==> config.mk <==
export PLATFORM = sky130hd
export DESIGN_NAME = uart_rx
export DESIGN_NICKNAME = d
export VERILOG_FILES = /design/src/rtl/uart_pkg.sv /design/src/rtl/uart_sync2.sv /design/src/rtl/uart_rx.sv
export SDC_FILE = /design/constraint.sdc
export NUM_CORES = 1
export LEC_CHECK = 0
export ABC_CLOCK_PERIOD_IN_PS = 4260
export BUFFER_PORTS_ARGS = -buffer_cell sky130_fd_sc_hd__buf_2
export CAP_MARGIN = 20
export CORE_UTILIZATION = 65
export CTS_BUF_LIST = sky130_fd_sc_hd__clkbuf_2
export DETAILED_ROUTE_END_ITERATION = 12
export HOLD_SLACK_MARGIN = 0.12
export MAX_ROUTING_LAYER = met4
export PLACE_DENSITY = 0.88
export SYNTH_ARGS = -nofsm -noshare
export SYNTH_HDL_FRONTEND = slang
export SYNTH_SLANG_ARGS = --single-unit
==> constraint.sdc <==
create_clock -name clk_i -period 4.26 [get_ports clk_i]
set_input_delay 0.213 -clock clk_i [delete_from_list [all_inputs] [get_ports clk_i]]
set_output_delay 0.213 -clock clk_i [all_outputs]
set_load 0.01 [all_outputs]
==> src/rtl/uart_pkg.sv <==
// Shared UART definitions: receiver state encoding, default bit timing, data width.
// Latency: n/a (declarations only).
// Backpressure: n/a.
package uart_pkg;

  // 3 MHz system clock / 9600 baud
  localparam int UART_CLKS_PER_BIT = 312;
  // Byte width common to the baud generator, transmitter and receiver
  localparam int UART_DATA_W       = 8;

  typedef enum logic [2:0] {
    RX_IDLE      = 3'd0,
    RX_START     = 3'd1,
    RX_DATA      = 3'd2,
    RX_PARITY    = 3'd3,
    RX_STOP      = 3'd4,
    RX_WAIT_HIGH = 3'd5
  } rx_state_t;

  // Even parity: the data bits plus the parity bit must XOR to 0
  function automatic logic even_par_err(input logic [UART_DATA_W-1:0] d, input logic p);
    return ^{d, p};
  endfunction

endpackage

==> src/rtl/uart_sync2.sv <==
// Generic 2-flop synchronizer for an asynchronous single-bit input, resets to 1.
// Latency: 2 clk_i edges from input change to q_o.
// Backpressure: none.
module uart_sync2 (
  input  logic clk_i,
  input  logic rst_ni,
  input  logic d_i,
  output logic q_o
);

  logic r_meta;
  logic r_sync;

  // Two-stage capture; reset to 1 so an idle-high line is not mistaken for a start bit
  always_ff @(posedge clk_i or negedge rst_ni) begin
    if (!rst_ni) begin
      r_meta <= 1'b1;
      r_sync <= 1'b1;
    end else begin
      r_meta <= d_i;
      r_sync <= r_meta;
    end
  end

  assign q_o = r_sync;

endmodule

==> src/rtl/uart_rx.sv <==
// UART byte receiver (8N1, or 8E1 when UART_RX_PARITY_EN is defined), bit centres timed from the start edge.
// Latency: valid_o follows the start-detect edge by CLKS_PER_BIT/2 + 9*CLKS_PER_BIT cycles (+CLKS_PER_BIT with parity).
// Backpressure: none; valid_o is a one-cycle pulse and a missed byte is lost, data_o holds until the next valid_o.
module uart_rx
  import uart_pkg::*;
#(
  parameter int CLKS_PER_BIT = UART_CLKS_PER_BIT
) (
  input  logic                   clk_i,
  input  logic                   rst_ni,
  input  logic                   rx_i,
  output logic [UART_DATA_W-1:0] data_o,
  output logic                   valid_o,
  output logic                   frame_err_o,
  output logic                   parity_err_o,
  output logic                   busy_o
);

  localparam int                CNT_W = $clog2(CLKS_PER_BIT);
  // Start bit is checked at its centre, every later bit one full period after the previous sample
  localparam logic [CNT_W-1:0]  HALF_M1 = CNT_W'(CLKS_PER_BIT / 2 - 1);
  localparam logic [CNT_W-1:0]  FULL_M1 = CNT_W'(CLKS_PER_BIT - 1);
  localparam logic [2:0]        IDX_LAST = 3'(UART_DATA_W - 1);

  rx_state_t              r_state;
  logic [CNT_W-1:0]       r_cnt;
  logic [2:0]             r_idx;
  logic [UART_DATA_W-1:0] r_shift;
  logic [UART_DATA_W-1:0] r_data;
  logic                   r_valid;
  logic                   r_ferr;
  logic                   w_rx_s;
  logic                   w_half;
  logic                   w_full;
`ifdef UART_RX_PARITY_EN
  logic                   r_par;
  logic                   r_perr;
`endif

  uart_sync2 u_sync (
    .clk_i  (clk_i),
    .rst_ni (rst_ni),
    .d_i    (rx_i),
    .q_o    (w_rx_s)
  );

  assign w_half = (r_cnt == HALF_M1);
  assign w_full = (r_cnt == FULL_M1);

  // Frame FSM: bit-centre timing, LSB-first shift, stop/parity checks and one-cycle result strobes
  always_ff @(posedge clk_i or negedge rst_ni) begin
    if (!rst_ni) begin
      r_state <= RX_IDLE;
      r_cnt   <= '0;
      r_idx   <= '0;
      r_shift <= '0;
      r_data  <= '0;
      r_valid <= 1'b0;
      r_ferr  <= 1'b0;
`ifdef UART_RX_PARITY_EN
      r_par   <= 1'b0;
      r_perr  <= 1'b0;
`endif
    end else begin
      r_valid <= 1'b0;
      r_ferr  <= 1'b0;
`ifdef UART_RX_PARITY_EN
      r_perr  <= 1'b0;
`endif
      case (r_state)
        RX_IDLE: begin
          if (!w_rx_s) begin
            r_state <= RX_START;
            r_cnt   <= '0;
          end
        end
        RX_START: begin
          if (w_half) begin
            r_cnt   <= '0;
            r_idx   <= '0;
            // A line that is high again at the start-bit centre was only a glitch
            r_state <= w_rx_s ? RX_IDLE : RX_DATA;
          end else begin
            r_cnt <= r_cnt + 1'b1;
          end
        end
        RX_DATA: begin
          if (w_full) begin
            r_cnt   <= '0;
            r_shift <= {w_rx_s, r_shift[UART_DATA_W-1:1]};
            r_idx   <= r_idx + 3'd1;
            if (r_idx == IDX_LAST) begin
`ifdef UART_RX_PARITY_EN
              r_state <= RX_PARITY;
`else
              r_state <= RX_STOP;
`endif
            end
          end else begin
            r_cnt <= r_cnt + 1'b1;
          end
        end
`ifdef UART_RX_PARITY_EN
        RX_PARITY: begin
          if (w_full) begin
            r_cnt   <= '0;
            r_par   <= w_rx_s;
            r_state <= RX_STOP;
          end else begin
            r_cnt <= r_cnt + 1'b1;
          end
        end
`endif
        RX_STOP: begin
          if (w_full) begin
            r_cnt <= '0;
            if (w_rx_s) begin
              // Back to IDLE at the stop centre so a directly following start bit is caught
              r_data  <= r_shift;
              r_valid <= 1'b1;
`ifdef UART_RX_PARITY_EN
              r_perr  <= even_par_err(r_shift, r_par);
`endif
              r_state <= RX_IDLE;
            end else begin
              r_ferr  <= 1'b1;
              r_state <= RX_WAIT_HIGH;
            end
          end else begin
            r_cnt <= r_cnt + 1'b1;
          end
        end
        RX_WAIT_HIGH: begin
          // Break or stuck-low line: no new frame until the line returns to idle
          if (w_rx_s) begin
            r_state <= RX_IDLE;
          end
        end
        default: begin
          r_state <= RX_IDLE;
        end
      endcase
    end
  end

  assign data_o      = r_data;
  assign valid_o     = r_valid;
  assign frame_err_o = r_ferr;
  assign busy_o      = (r_state != RX_IDLE);
`ifdef UART_RX_PARITY_EN
  assign parity_err_o = r_perr;
`else
  assign parity_err_o = 1'b0;
`endif

endmodule

* Word level (Yosys, flattened, before mapping)
Index checks and enable logic that the tools add are counted.
** Word-level totals
- Memories :: 0
- Bits in read-only memories :: 0
- Output and inout port bits :: 12
- Latch bits :: 0
- Register bits after elaboration :: 35
- Bits in writable memories :: 0
- Word-level logic and storage cells :: 56
- Bits of input ports :: 3
** Operators by class
- Shifts and indexed selects :: 0
- Muxes and demuxes :: 22
- Div/mod/pow operators :: 0
- Reduce and logical (&&, ||, !) cells :: 10
- Multiply operators :: 0
- Add/subtract/negate cells :: 2
- Magnitude comparators :: 0
- Equal/unequal tests :: 13
- Bitwise logic cells :: 0
** Operator list (count)
- $mux 3 :: 9
- $mux 9 :: 3
- $pmux 9 s3 :: 1
- $pmux 3 s5 :: 1
- $ne 2x2->1 const B :: 5
- $add 9x1->9 const B :: 1
- $eq 3x3->1 const B :: 3
- $eq 9x8->1 const B :: 1
- $eq 9x9->1 const B :: 1
- $mux 1 :: 6
- $pmux 3 s2 :: 1
- $reduce_and 3->1 :: 2
- $reduce_and 6->1 :: 1
- $reduce_bool 3->1 :: 2
- $reduce_and 2->1 :: 2
- $add 3x1->3 const B :: 1
- $eq 3x1->1 const B :: 1
- $eq 3x2->1 const B :: 1
- $logic_not 3->1 :: 1
- $mux 2 :: 1
- $ne 2x1->1 const B :: 1
- $reduce_bool 2->1 :: 1
- $reduce_or 2->1 :: 1

* Longest topological paths before layout
- Depth in word-level cells :: 4
- Gate-level depth with buffers :: 6

* Modules after synthesis
A second synthesis with hierarchy kept.
** Unflattened totals
- Cells, all modules :: 137
- Area, all modules :: 1677.9 sq um
** By module, submodules not included
- uart_rx :: cells each 135, instances 1, seq. area each 825.8 sq um, area each 1625.3 sq um
- uart_sync2 :: cells each 2, instances 1, seq. area each 52.6 sq um, area each 52.6 sq um

* Worst setup path after synthesis
Ideal clock, no wire load.
- Kind :: reg2reg
- Start :: reg r_cnt[0]
- End :: reg r_shift[1]
- Stages on the path, launching flop included :: 7
- Buffers on the path :: 1
- Data required time :: 4.135 ns
- Clock period less this slack :: 1.744 ns
- Setup slack :: 2.516 ns
- Arrival time :: 1.619 ns
- Cell sequence :: dfrtp_1 > ha_1 > and3b_1 > and3_4 > and3_4 > buf_12 > mux2_4
** On the way
- Longest elaborated chain between the ends :: 2
** Ends and longest elaborated chain
- start, declared :: line uart_rx.sv:26 : logic [CNT_W-1:0] r_cnt;
- start signal, assigned :: line uart_rx.sv:84 : r_cnt <= r_cnt + 1'b1;
- start signal, assigned :: line uart_rx.sv:100 : r_cnt <= r_cnt + 1'b1;
- start signal, assigned :: line uart_rx.sv:130 : r_cnt <= r_cnt + 1'b1;
- $eq 9x9->1 :: line uart_rx.sv:48 : assign w_full = (r_cnt == FULL_M1);
- $reduce_and 2->1 (no line)
- end signal, assigned :: line uart_rx.sv:90 : r_shift <= {w_rx_s, r_shift[UART_DATA_W-1:1]};
- end, declared :: line uart_rx.sv:28 : logic [UART_DATA_W-1:0] r_shift;
No other way between the ends.
A chain may end at the register's enable or synchronous reset.

* Worst setup path in the final report
- Start :: reg r_state[2]
- End :: reg r_cnt[4]
** On the way
- Longest elaborated chain between the ends :: 4
- Elaborated cells on any way between the ends :: 9
- Those cells by class :: eq/ne: 4; mux: 1; reduce/logical: 4
** Ends and longest elaborated chain
- start, declared :: line uart_rx.sv:25 : rx_state_t r_state;
- start signal, assigned :: line uart_rx.sv:82 : r_state <= w_rx_s ? RX_IDLE : RX_DATA;
- $eq 3x3->1 / $eq 3x2->1 (equally long branches) :: line uart_rx.sv:70 : case (r_state)
- $reduce_or 2->1 (no line)
- $reduce_bool 3->1 (no line)
- $reduce_and 2->1 (no line)
Several ways; a longest one is shown, not always the timed one.

==> flow_summary_export.csv <==
group,metric,value,unit
synthesis,postSynthRegisterBits,35,
power_and_ir_drop,power_leakage,0.000909,µW
sta,drv_slew,0,
synthesis,syn_nets,161,
synthesis,netlist_area,1790,µm²
grt,via_count_of_the_first_global_routing_pass,1142,
sta,relSlewSlack,50.7,%
min_path,hp-class,"reg2reg",
drt,drtIter0Drc,48,
clock_network,postCtsResizedCells,0,
synthesis,post_synth.cell_area_avg,11.5,µm²
die,initial_core_util,70.3,%
power_and_ir_drop,report.power.total,552,µW
grt,initial_antenna_violation_count,0,
die,num_rows,18,
synthesis,postSynth.asyncResetShare,100,%
sta,setup_tns,0,ns
drt,drt_pre_antenna_iters,4,
clock_network,tritoncts.num_buffers,5,
cells_and_area,mostFrequentLayoutCell,"dfrtp_1",
clock_network,ctsHtreeMaxLevel,2,
sta,rsz0062_at_grt,"false",
critical_path,critPathMaxFanout,13,
placed_design,hpwlAfterDp,2.30,mm
synthesis,yosys_warnings,0,
clock_network,cts-root-buf,"clkbuf_2",
grt,grt_pass1_wl,5.26,mm
clock_network,post_cts.repair.setup_buffers,0,
cells_and_area,fraction_of_final_layout_cells_with_drive_strength_greater_than_1,28.2,%
grt,grtUsageTotal,27.3,%
sta,min_period,1.96,ns
power_and_ir_drop,p_per_area,287,nW/µm²
sta,fin_skew,0.0327,ns
synthesis,synth-main-ff-cell,"dfrtp_1",
drt,vias,1244,
critical_path,timing.critical_path.required,4.60,ns
job,cap_viol_max_count,0,
clock_network,tritoncts,"yes",
placed_design,gpl.final_weighted_congestion,0.944,
drt,drt-vias-per-instance,6.22,
sta,final_period_utilization,46.1,%
cells_and_area,syn_to_final_growth,7.41,%
placed_design,place_ws,2.33,ns
drt,drt.antenna.violating_nets,0,
critical_path,critPathCaptureType,"register",
die,die_width,54.5,µm
clock_network,clkTransAtPathRegs,0.19,ns
synthesis,post_synth_edffs,0,
clock_network,worstSkewPairLatency,0.40,ns
cells_and_area,finalNetCount,175,
status,run_status,"complete, no violations",
sta,fmax,0.509,GHz
die,design.die.area,2970,µm²
die,design.portCount,15,
cells_and_area,layout.cells.non_filler,200,
sta,finalSetupViolations,0,
drt,average_wire_per_standard_cell,16.4,µm
grt,grt_overflow_total,0,
synthesis,syn-instance-count,155,
die,fp.dieH,54.5,µm
synthesis,synth_seq_area_share,49.1,%
placed_design,numPlacedInstances,190,
clock_network,clock-sinks,35,
clock_network,ctsLongestPathBuffers,2,
power_and_ir_drop,ir_drop,0.255,mV
critical_path,worst-endpoint-arrival,2.30,ns
sta,timing.final.hold_violations,0,
drt,drc,0,
cells_and_area,commonest_cells_after_routing_fill_and_taps_aside,"dfrtp_1 (33), nand2_1 (14), buf_2 (13)",
critical_path,worstSetupPathType,"reg2reg",
placed_design,placement.io_buffers,13,
cells_and_area,post-route-util,75.5,%
die,fp.coreArea,2540,µm²
drt,totalWireLength,3.28,mm
sta,final.setup.worst_slack,2.30,ns
sta,pin_slew_with_the_least_headroom_to_its_limit,0.740,ns
critical_path,crit_path_start_kind,"register",
grt,grt_start_max_net_pins,36,
synthesis,ys_types,46,
cells_and_area,num_antenna_cells,0,
==> stage by stage <==
stage / hold WS, ns / instance area (µm²)
CTS: 0.372 / 1920
global route: 0.376 / 1920
detailed placement: 0.317 / 1840
floorplan: -0.0826 / 1790
global placement: 0.311 / 1840
finish: 0.369 / 1920
==> worst paths after layout <==
path	startpoint	endpoint	slack, ns	cells past startpoint
worst max-delay path	r_state[2]	r_cnt[4]	2.30	4
worst min-delay path	u_sync.r_meta	u_sync.q_o	0.37	0
worst max register to register	r_state[2]	r_cnt[4]	2.30	4
worst min register to register	u_sync.r_meta	u_sync.q_o	0.37	0
max in group asynchronous	rst_ni	data_o[5]	3.37	2
min in group asynchronous	rst_ni	r_cnt[3]	0.38	2
==> routing by layer <==
| layer | wire, µm | share of wire [%] | global-route usage, % |
|---|---|---|---|
| met4 | 36 | 1.1 | 14.1 |
| met5 | 0 | 0 | - |
| met2 | 1600 | 49 | 38.4 |
| met3 | 203 | 6.2 | 10.8 |
| met1 | 1440 | 44 | 33.8 |
==> report_power, final <==
part           internal [µW]  total [µW]  switching [µW]
sequential               334         336            1.84
combinational           2.64        9.78            7.15
clock                   96.4         207             110
==> sequential cells by signal (all words and copies together) (netlist names) <==
| register | count |
|---|---|
| u_sync.q_o | 1 |
| data_o | 8 |
| frame_err_o | 1 |
| r_state | 3 |
| valid_o | 1 |
| u_sync.r_meta | 1 |
| r_cnt | 9 |
| r_idx | 3 |
| r_shift | 8 |
==> final cells by class <==
cell class              count  area [µm²]
fillers                   173         623
well taps                  30        37.5
clock inverters             3        38.8
multi-input cells         107         838
clock buffers               5        25.0
inverters                   5        18.8
repair buffers             15        85.1
flip-flops and latches     35         878
==> logic make-up after synthesis <==
group	Yosys count	share of synthesized area, %
flops	35	49.1
mux	22	15.2
other cells	1	0.210
buf+inv	13	4.06
compound gates	31	11.2
simple gates	50	18.1
fa+ha+maj	3	2.10
==> what timing repair did <==
action,CTS,global route
hold endpoints to repair,34,0
endpoints found under the setup margin,0,0
hold buffers,2,0
==> cell usage after synthesis, types with 3 or more instances <==
cell,n,area [µm²]
mux2_2,10,113
dfrtp_1,33,826
a21oi_1,8,40.0
nor3_1,4,20.0
buf_2,3,15.0
ha_1,3,37.5
clkbuf_1,3,11.3
nand2_1,14,52.6
inv_1,5,18.8
mux2_4,8,120
mux2i_1,4,40.0
nor2_1,9,33.8
o21ai_0,8,40.0
==> worst max-delay path, stage by stage, from the launching register on <==
cell      delay, ns
dfrtp_1        0.57
o21a_1         0.32
a221o_1        0.45
or3_1          0.41
o211ai_1       0.16
No activity file was read; power rests on OpenSTA's default activity.
